**config.mk**
```make
export PLATFORM = sky130hd
export DESIGN_NAME = hex_scan_controller
export DESIGN_NICKNAME = d
export VERILOG_FILES = /design/src/rtl/hex_scan_controller.sv
export SDC_FILE = /design/constraint.sdc
export NUM_CORES = 1
export LEC_CHECK = 0
export ABC_AREA = 1
export ABC_CLOCK_PERIOD_IN_PS = 2880
export CAP_MARGIN = 10
export CORE_UTILIZATION = 41
export CTS_CLUSTER_SIZE = 8
export DETAILED_ROUTE_END_ITERATION = 10
export PLACE_DENSITY_LB_ADDON = 0.08
export SYNTH_ARGS = -nofsm -noshare
export SYNTH_HDL_FRONTEND = slang
export SYNTH_SLANG_ARGS = --single-unit
```
**constraint.sdc**
```tcl
create_clock -name clk -period 2.88 [get_ports clk]
set_clock_uncertainty 0.2 [all_clocks]
set_input_delay 0.72 -clock clk [delete_from_list [all_inputs] [get_ports clk]]
set_output_delay 0.72 -clock clk [all_outputs]
set_load 0.05 [all_outputs]
```
**src/rtl/hex_scan_controller.sv**
```systemverilog
// Scans a double-buffered display word across NUM_DIGITS digits through one shared hex decoder.
// Optional LEADING_ZERO_BLANK_EN blanks leading zero digits above digit 0.
module hex_scan_controller #(
  parameter int unsigned NUM_DIGITS  = 4,
  parameter int unsigned REFRESH_DIV = 50000
) (
  input  logic                      clk,
  input  logic                      reset,
  input  logic                      scan_en,
  input  logic                      load_valid,
  output logic                      load_ready,
  input  logic [4*NUM_DIGITS-1:0]   load_data,
  input  logic [NUM_DIGITS-1:0]     load_blank,
  output logic [3:0]                nib_out,
  output logic [NUM_DIGITS-1:0]     dig_en,
  output logic                      blank,
  output logic                      frame_done
);

  localparam int unsigned CntW = $clog2(REFRESH_DIV);
  localparam int unsigned IdxW = $clog2(NUM_DIGITS);

  typedef enum logic [0:0] {StIdle, StScan} state_t;

  state_t                    state_q, state_d;
  logic [CntW-1:0]           div_cnt_q;
  logic [IdxW-1:0]           idx_q;
  logic                      pending_q;
  logic [4*NUM_DIGITS-1:0]   active_data_q, shadow_data_q;
  logic [NUM_DIGITS-1:0]     active_blank_q, shadow_blank_q;

  logic                      accept;
  logic                      tick;
  logic                      last_idx;
  logic                      wrap;
  logic [NUM_DIGITS-1:0]     lz;
  logic [3:0]                cur_nib;
  logic                      cur_blank;

  assign accept   = load_valid & ~pending_q;
  assign tick     = (div_cnt_q == CntW'(REFRESH_DIV - 1));
  assign last_idx = (idx_q == IdxW'(NUM_DIGITS - 1));
  assign wrap     = (state_q == StScan) & scan_en & tick & last_idx;

  // State register
  always_ff @(posedge clk or posedge reset) begin
    if (reset) begin
      state_q <= StIdle;
    end else begin
      state_q <= state_d;
    end
  end

  // Next-state logic: leaves idle on the first load, returns only through reset
  always_comb begin
    state_d = state_q;
    unique case (state_q)
      StIdle:  if (accept) state_d = StScan;
      StScan:  state_d = StScan;
      default: state_d = StIdle;
    endcase
  end

  // FSM outputs
  always_comb begin
    load_ready = ~pending_q;
    frame_done = wrap;
  end

`ifdef LEADING_ZERO_BLANK_EN
  // A digit is a leading zero when it and every higher nibble are zero; digit 0 always shows.
  always_comb begin
    logic hi_zero;
    lz      = '0;
    hi_zero = 1'b1;
    for (int i = NUM_DIGITS - 1; i > 0; i--) begin
      hi_zero = hi_zero & (active_data_q[4*i +: 4] == 4'h0);
      lz[i]   = hi_zero;
    end
  end
`else
  assign lz = '0;
`endif

  always_comb begin
    cur_nib   = 4'h0;
    cur_blank = 1'b1;
    for (int i = 0; i < NUM_DIGITS; i++) begin
      if (idx_q == IdxW'(i)) begin
        cur_nib   = active_data_q[4*i +: 4];
        cur_blank = active_blank_q[i] | lz[i];
      end
    end
  end

  // Scan datapath and registered decoder outputs
  always_ff @(posedge clk or posedge reset) begin
    if (reset) begin
      div_cnt_q      <= '0;
      idx_q          <= '0;
      pending_q      <= 1'b0;
      active_data_q  <= '0;
      shadow_data_q  <= '0;
      active_blank_q <= '1;
      shadow_blank_q <= '1;
      nib_out        <= 4'h0;
      dig_en         <= '0;
      blank          <= 1'b1;
    end else if (state_q == StIdle) begin
      if (accept) begin
        active_data_q  <= load_data;
        active_blank_q <= load_blank;
        div_cnt_q      <= '0;
        idx_q          <= '0;
      end
    end else begin
      if (scan_en) begin
        div_cnt_q <= tick ? '0 : div_cnt_q + CntW'(1);
        if (tick) begin
          idx_q <= last_idx ? '0 : idx_q + IdxW'(1);
        end
        dig_en  <= NUM_DIGITS'(1) << idx_q;
        nib_out <= cur_nib;
        blank   <= cur_blank;
      end
      // Swap only at the frame boundary so a frame never mixes old and new words
      if (wrap && pending_q) begin
        active_data_q  <= shadow_data_q;
        active_blank_q <= shadow_blank_q;
        pending_q      <= 1'b0;
      end
      // accept implies pending_q == 0, so this never collides with the swap above
      if (accept) begin
        shadow_data_q  <= load_data;
        shadow_blank_q <= load_blank;
        pending_q      <= 1'b1;
      end
    end
  end

endmodule

```
==> impl_metrics.ini, run 1 <==
[clock_network]
clock-root-buffer = clkbuf_8
cts_sinks = 69
cts_resized = 0
clk_path_buf_depth = 2
post_cts_buffers = 0
hold_buffers = 0
tritoncts = built
clk_pin_slew_ns = 0.08
worstSkewPairLatency_ns = 0.35
htree_levels = 3
cts_made_buffers = 9

[floorplan]
die-area_mm2 = 0.00895
die_y_um = 94.6
start_util = 0.426
num_rows = 33
ios = 35
core_area_mm2 = 0.00826
dieWidth_um = 94.6

[yosys]
ys_seq_elements = 69
synth.area.mux_share = 0
ys_seq_area_frac = 0.494
synth_fa_ha_area_frac = 0.0178
syn_area_per_cell_um2 = 7.69
yosysWarnings = 0
synth-compound-area-share = 0.110
synthSimpleGateAreaFrac = 0.290
synth_area_mm2 = 0.00352
synth_top_family_by_area = simple AND/OR/NAND/NOR gates
netlist_instances = 457
synth_fp_nets = 486
synth-xor-area-share = 0.00747
synth_cell_type_count = 29

[worst_hold_path]
hp-start = dig_en[3]
hp-class = flop to flop

[critical_path]
crit_chain = clkdlybuf4s50_1 -> nand2_2 -> nor2_4 -> inv_1 -> nor2_1 -> buf_12
critPathCaptureType = output pin
cpPeakStageDelay_ns = 0.53
crit_start = scan_en
timing.rr.start = state_q
cpMaxStageDelayCell = clkdlybuf4s50_1
cp-start-kind = input port
crit_type = input port to output pin
crit_fanout = 2
cp.arrival_ns = 1.87
critical_path_required_ns = 1.96

[global_routing]
antenna_found_initial = 0
grt_pass1_wl_um = 13100
grt_pass1_vias = 2707
grt-ovfl-total = 0
grt_usage = 0.191
grt_max_degree = 70

[power_and_ir_drop]
ir_drop_v = 0.000248
power_uw = 2450
power.share.switching = 0.274
power_switching_uw = 671
leakage_uw = 0.00216
power_frac_comb = 0.147
p_clk_frac = 0.362
intPower_uw = 1780
p_seq_frac = 0.491
p_per_area_mw_per_mm2 = 584

[placement]
place_congestion = 0.763
io_buffers = 34
numPlacedInstances = 586
hpwl_um = 5400
placed_cell_area_mm2 = 0.00397

[layout]
n_fill_cell = 845
syn_to_final_growth_pct = 19.4
drive_gt1_frac = 0.0946
fin_area_mm2 = 0.00420
layout_common_cells = nand2_1, dfrtp_1, o21ai_0
final_common_cell = nand2_1
diodes = 0
final_nets = 521
final_cells = 602

[sta]
fin_tns_setup_ns = 0
rsz0062_at_grt = false
slew_headroom = 0.664
fin_crit_ns = 2.79
setup_viol = 0
finalCritPeriodShare = 0.969
slew_violations = 0
tightest_slew_ns = 0.502
final-hold-violation-count = 0
max_freq_mhz = 358

[drt]
vias_per_cell = 4.85
route.detailed.drc = 0
post_drt_wl_per_cell_um = 12.8
drt_iter0_markers = 140
antenna_left = 0
dr.pass1.iters = 4
vias = 2920
drt_wl_total_um = 7730

[flow_run]
maxCapViolCount = 0

[status]
outcome = finished, final reports clean
-- sequential cells by signal (all words and copies together) (netlist names) --
name,flops
active_data_q,16
div_cnt_q,16
shadow_data_q,16
active_blank_q,4
dig_en,4
nib_out,4
shadow_blank_q,4
idx_q,2
blank,1
pending_q,1
state_q,1
-- final cells by class --
cell class,count,area [um^2],area share
clock buffers,11,141,0.0337
clock inverters,5,83.8,0.0200
inverters,51,191,0.0456
multi-input cells,320,1500,0.356
flip-flops and latches,69,1740,0.414
well taps,105,131,0.0313
repair buffers,41,415,0.0990
-- path summary, 6_finish.rpt --
path                                endpoint  slack, ns  depth (start not counted)
worst min register to register     dig_en[3]       0.29                          2
worst min-delay path               dig_en[3]       0.29                          2
min in group asynchronous          pending_q       0.58                          3
worst max register to register  div_cnt_q[4]       0.84                          7
worst max-delay path              frame_done       0.09                          6
max in group asynchronous              blank       1.59                          3
-- cells in the mapped netlist --
library cell | count | area share
nand2_1 | 154 | 0.16
dfrtp_1 | 60 | 0.43
o21ai_0 | 52 | 0.074
inv_1 | 49 | 0.052
nand3_1 | 42 | 0.060
nor2_1 | 25 | 0.027
a21oi_1 | 9 | 0.013
dfstp_2 | 9 | 0.067
clkbuf_1 | 7 | 0.0075
ha_1 | 5 | 0.018
nand2_2 | 5 | 0.0089
nand4_1 | 5 | 0.0089
o211ai_1 | 5 | 0.011
a22oi_1 | 4 | 0.0085
buf_2 | 4 | 0.0057
nor2_2 | 4 | 0.0071
buf_1 | 2 | 0.0021
buf_4 | 2 | 0.0043
buf_6 | 2 | 0.0064
inv_2 | 2 | 0.0021
xor2_1 | 2 | 0.0050
and3_1 | 1 | 0.0018
nand4_4 | 1 | 0.0060
nor2_4 | 1 | 0.0032
nor3_1 | 1 | 0.0014
o21bai_1 | 1 | 0.0021
o22ai_1 | 1 | 0.0018
or2_2 | 1 | 0.0018
xnor2_1 | 1 | 0.0025
-- through the flow --
step           hold slack [ns]  utilization  setup WS (ns)
2_1_floorplan            0.253            -          0.235
3_3_place_gp             0.266        0.481         0.0657
3_5_place_dp             0.268        0.481         0.0495
4_1_cts                  0.289        0.508         0.0511
5_1_grt                  0.301        0.508         0.0225
6_report                 0.285        0.508         0.0905
-- kinds of logic (layout without fill, tap and decap cells) --
kind of cell / Yosys count / in the layout
compound gates: 72 / 72
xor+xnor: 3 / 3
buf+inv: 68 / 108
flops: 69 / 69
simple gates: 240 / 240
fa+ha+maj: 5 / 5
-- power by group through the flow --
stage	Clock (uW)	Sequential (uW)	Combinational, uW
after global placement	0	1220	354
after detailed placement	0	1220	365
after global routing	961	1220	422
after CTS	922	1200	366
after floorplan	0	1210	260
final	887	1200	360
-- critical path: cells and delay by family --
kind                   cells  cell delay, ns
buffers and inverters      3            0.76
AND/OR/NAND/NOR            3            0.40
-- layer usage --
layer / vias up / routed length, um / GRT usage
li1: 1521 / - / -
met2: 51 / 3620 / 0.300
met1: 1338 / 3740 / 0.259
met5: - / 0 / 0
met3: 10 / 239 / 0.0395
met4: 0 / 127 / 0.0732
Note: power is estimated with default switching activity, not from simulation.
==> run 2: changes to the inputs <==
--- a/config.mk
+++ b/config.mk
@@ -6,7 +6,7 @@
 export NUM_CORES = 1
 export LEC_CHECK = 0
 export ABC_AREA = 1
-export ABC_CLOCK_PERIOD_IN_PS = 2880
+export ABC_CLOCK_PERIOD_IN_PS = 3100
 export CAP_MARGIN = 10
 export CORE_UTILIZATION = 41
 export CTS_CLUSTER_SIZE = 8
==> constraint.sdc (replaced) <==
create_clock -name clk -period 3.1 [get_ports clk]
set_clock_uncertainty 0.2 [all_clocks]
set_input_delay 0.775 -clock clk [delete_from_list [all_inputs] [get_ports clk]]
set_output_delay 0.775 -clock clk [all_outputs]
set_load 0.05 [all_outputs]
==> impl_metrics.ini, run 2 (same netlist as run 1, synthesis figures left out) <==
[sta]
rsz0062_at_grt = false
slew_violations = 0
setup_viol = 0
tightest_slew_ns = 0.497
fin_tns_setup_ns = 0
final-hold-violation-count = 0
slew_headroom = 0.668
fin_crit_ns = 2.93
max_freq_mhz = 342
finalCritPeriodShare = 0.944

[critical_path]
crit_type = input port to output pin
worstRegToRegCells = 7
cp.arrival_ns = 1.95
crit_fanout = 2
ff2ff_setup_slack_ns = 1.04
critPathCaptureType = output pin
cp-start-kind = input port
timing.rr.end = div_cnt_q[5]
critical_path_required_ns = 2.12
timing.rr.start = state_q

[clock_network]
post_cts_buffers = 0
tritoncts = built
cts_sinks = 69
cts_made_buffers = 9
htree_levels = 3
clock-root-buffer = clkbuf_8
worstSkewPairLatency_ns = 0.34
clk_path_buf_depth = 2
clk_pin_slew_ns = 0.08
cts_resized = 0
hold_buffers = 0

[status]
outcome = finished, final reports clean

[flow_run]
maxCapViolCount = 0

[worst_hold_path]
hp-class = flop to flop
worst_hold_path.endpoint = shadow_data_q[10]
whs_path_depth = 2
hp-start = shadow_data_q[10]

[global_routing]
grt_usage = 0.184
grt_pass1_vias = 2650
grt_max_degree = 70
antenna_found_initial = 0
grt-ovfl-total = 0
grt_pass1_wl_um = 12800

[layout]
diodes = 0
layout_common_cells = nand2_1, dfrtp_1, o21ai_0
reg_top3 = active_data_q x16, div_cnt_q x16, shadow_data_q x16
final_nets = 521
syn_to_final_growth_pct = 19.8
final_common_cell = nand2_1
drive_gt1_frac = 0.0946

[power_and_ir_drop]
power_uw = 2340
power_switching_uw = 631
p_seq_frac = 0.478
intPower_uw = 1710
p_clk_frac = 0.378
power.share.switching = 0.269
power_frac_comb = 0.144
ir_drop_v = 0.000239
leakage_uw = 0.00217
p_per_area_mw_per_mm2 = 557

[drt]
vias = 2939
antenna_left = 0
post_drt_wl_per_cell_um = 12.7
drt_wl_total_um = 7670
vias_per_cell = 4.88
dr.pass1.iters = 4
route.detailed.drc = 0
drt_iter0_markers = 169

[floorplan]
core_area_mm2 = 0.00826
die_y_um = 94.6
dieWidth_um = 94.6
num_rows = 33
die-area_mm2 = 0.00895
ios = 35
start_util = 0.426

[placement]
place_congestion = 0.811
io_buffers = 34
hpwl_um = 5330
## run 2: changes by cell type in the layout (fill, tap and decap cells not counted)
cell        change
clkinv_2        +1
clkinvlp_4      -1
clkbuf_8        -1
bufinv_16       +1
## run 2: power by group through the flow
stage,sequential [uW],combinational [uW],clock [uW]
2_1_floorplan,1120,241,0
3_3_place_gp,1130,331,0
3_5_place_dp,1140,343,0
4_1_cts,1120,344,908
5_1_grt,1130,393,940
6_report,1120,337,886
## run 2: worst max-delay path, cell delays in order
cell	delay, ns
clkdlybuf4s50_1	0.53
nand2_2	0.10
nor2_4	0.09
inv_1	0.06
nor2_1	0.22
buf_12	0.17
## run 2: stage by stage
step	hold slack [ns]	util	cell area, um^2	cells	setup WS [ns]
floorplan	0.253	-	3520	457	0.365
global placement	0.266	0.481	3970	586	0.173
detailed placement	0.274	0.481	3970	586	0.158
CTS	0.292	0.510	4210	602	0.158
global route	0.298	0.510	4210	602	0.118
finish	0.285	0.510	4210	602	0.174
## run 2: layer usage
layer  track usage  vias to the layer above  routed length (um)
met4        0.0922                        0                 195
li1              -                     1529                   -
met3        0.0266                       14                 257
met2         0.270                       55                3380
met1         0.264                     1341                3830
met5             0                        -                   0
## run 2: area by class of cell
cell class,count,area (um^2)
well taps,105,131
clock buffers,10,128
flip-flops and latches,69,1740
clock inverters,6,111
repair buffers,41,415
multi-input cells,320,1500
fillers,843,4050
inverters,51,191
## run 2: worst max path at each step
stage,depth (start not counted),start,end,slack (ns)
floorplan,4,scan_en,frame_done,0.37
global placement,6,scan_en,frame_done,0.17
detailed placement,6,scan_en,frame_done,0.16
CTS,6,scan_en,frame_done,0.16
global route,6,scan_en,frame_done,0.12
finish,6,scan_en,frame_done,0.17
==> run 3: changes to the inputs <==
--- a/config.mk
+++ b/config.mk
@@ -7,10 +7,10 @@
 export LEC_CHECK = 0
 export ABC_AREA = 1
 export ABC_CLOCK_PERIOD_IN_PS = 3100
-export CAP_MARGIN = 10
 export CORE_UTILIZATION = 41
 export CTS_CLUSTER_SIZE = 8
 export DETAILED_ROUTE_END_ITERATION = 10
+export HOLD_SLACK_MARGIN = 0.1
 export PLACE_DENSITY_LB_ADDON = 0.08
 export SYNTH_ARGS = -nofsm -noshare
 export SYNTH_HDL_FRONTEND = slang
==> results of run 3 <==
Same layout as run 2: the final DEF is identical, and so are final timing and power.
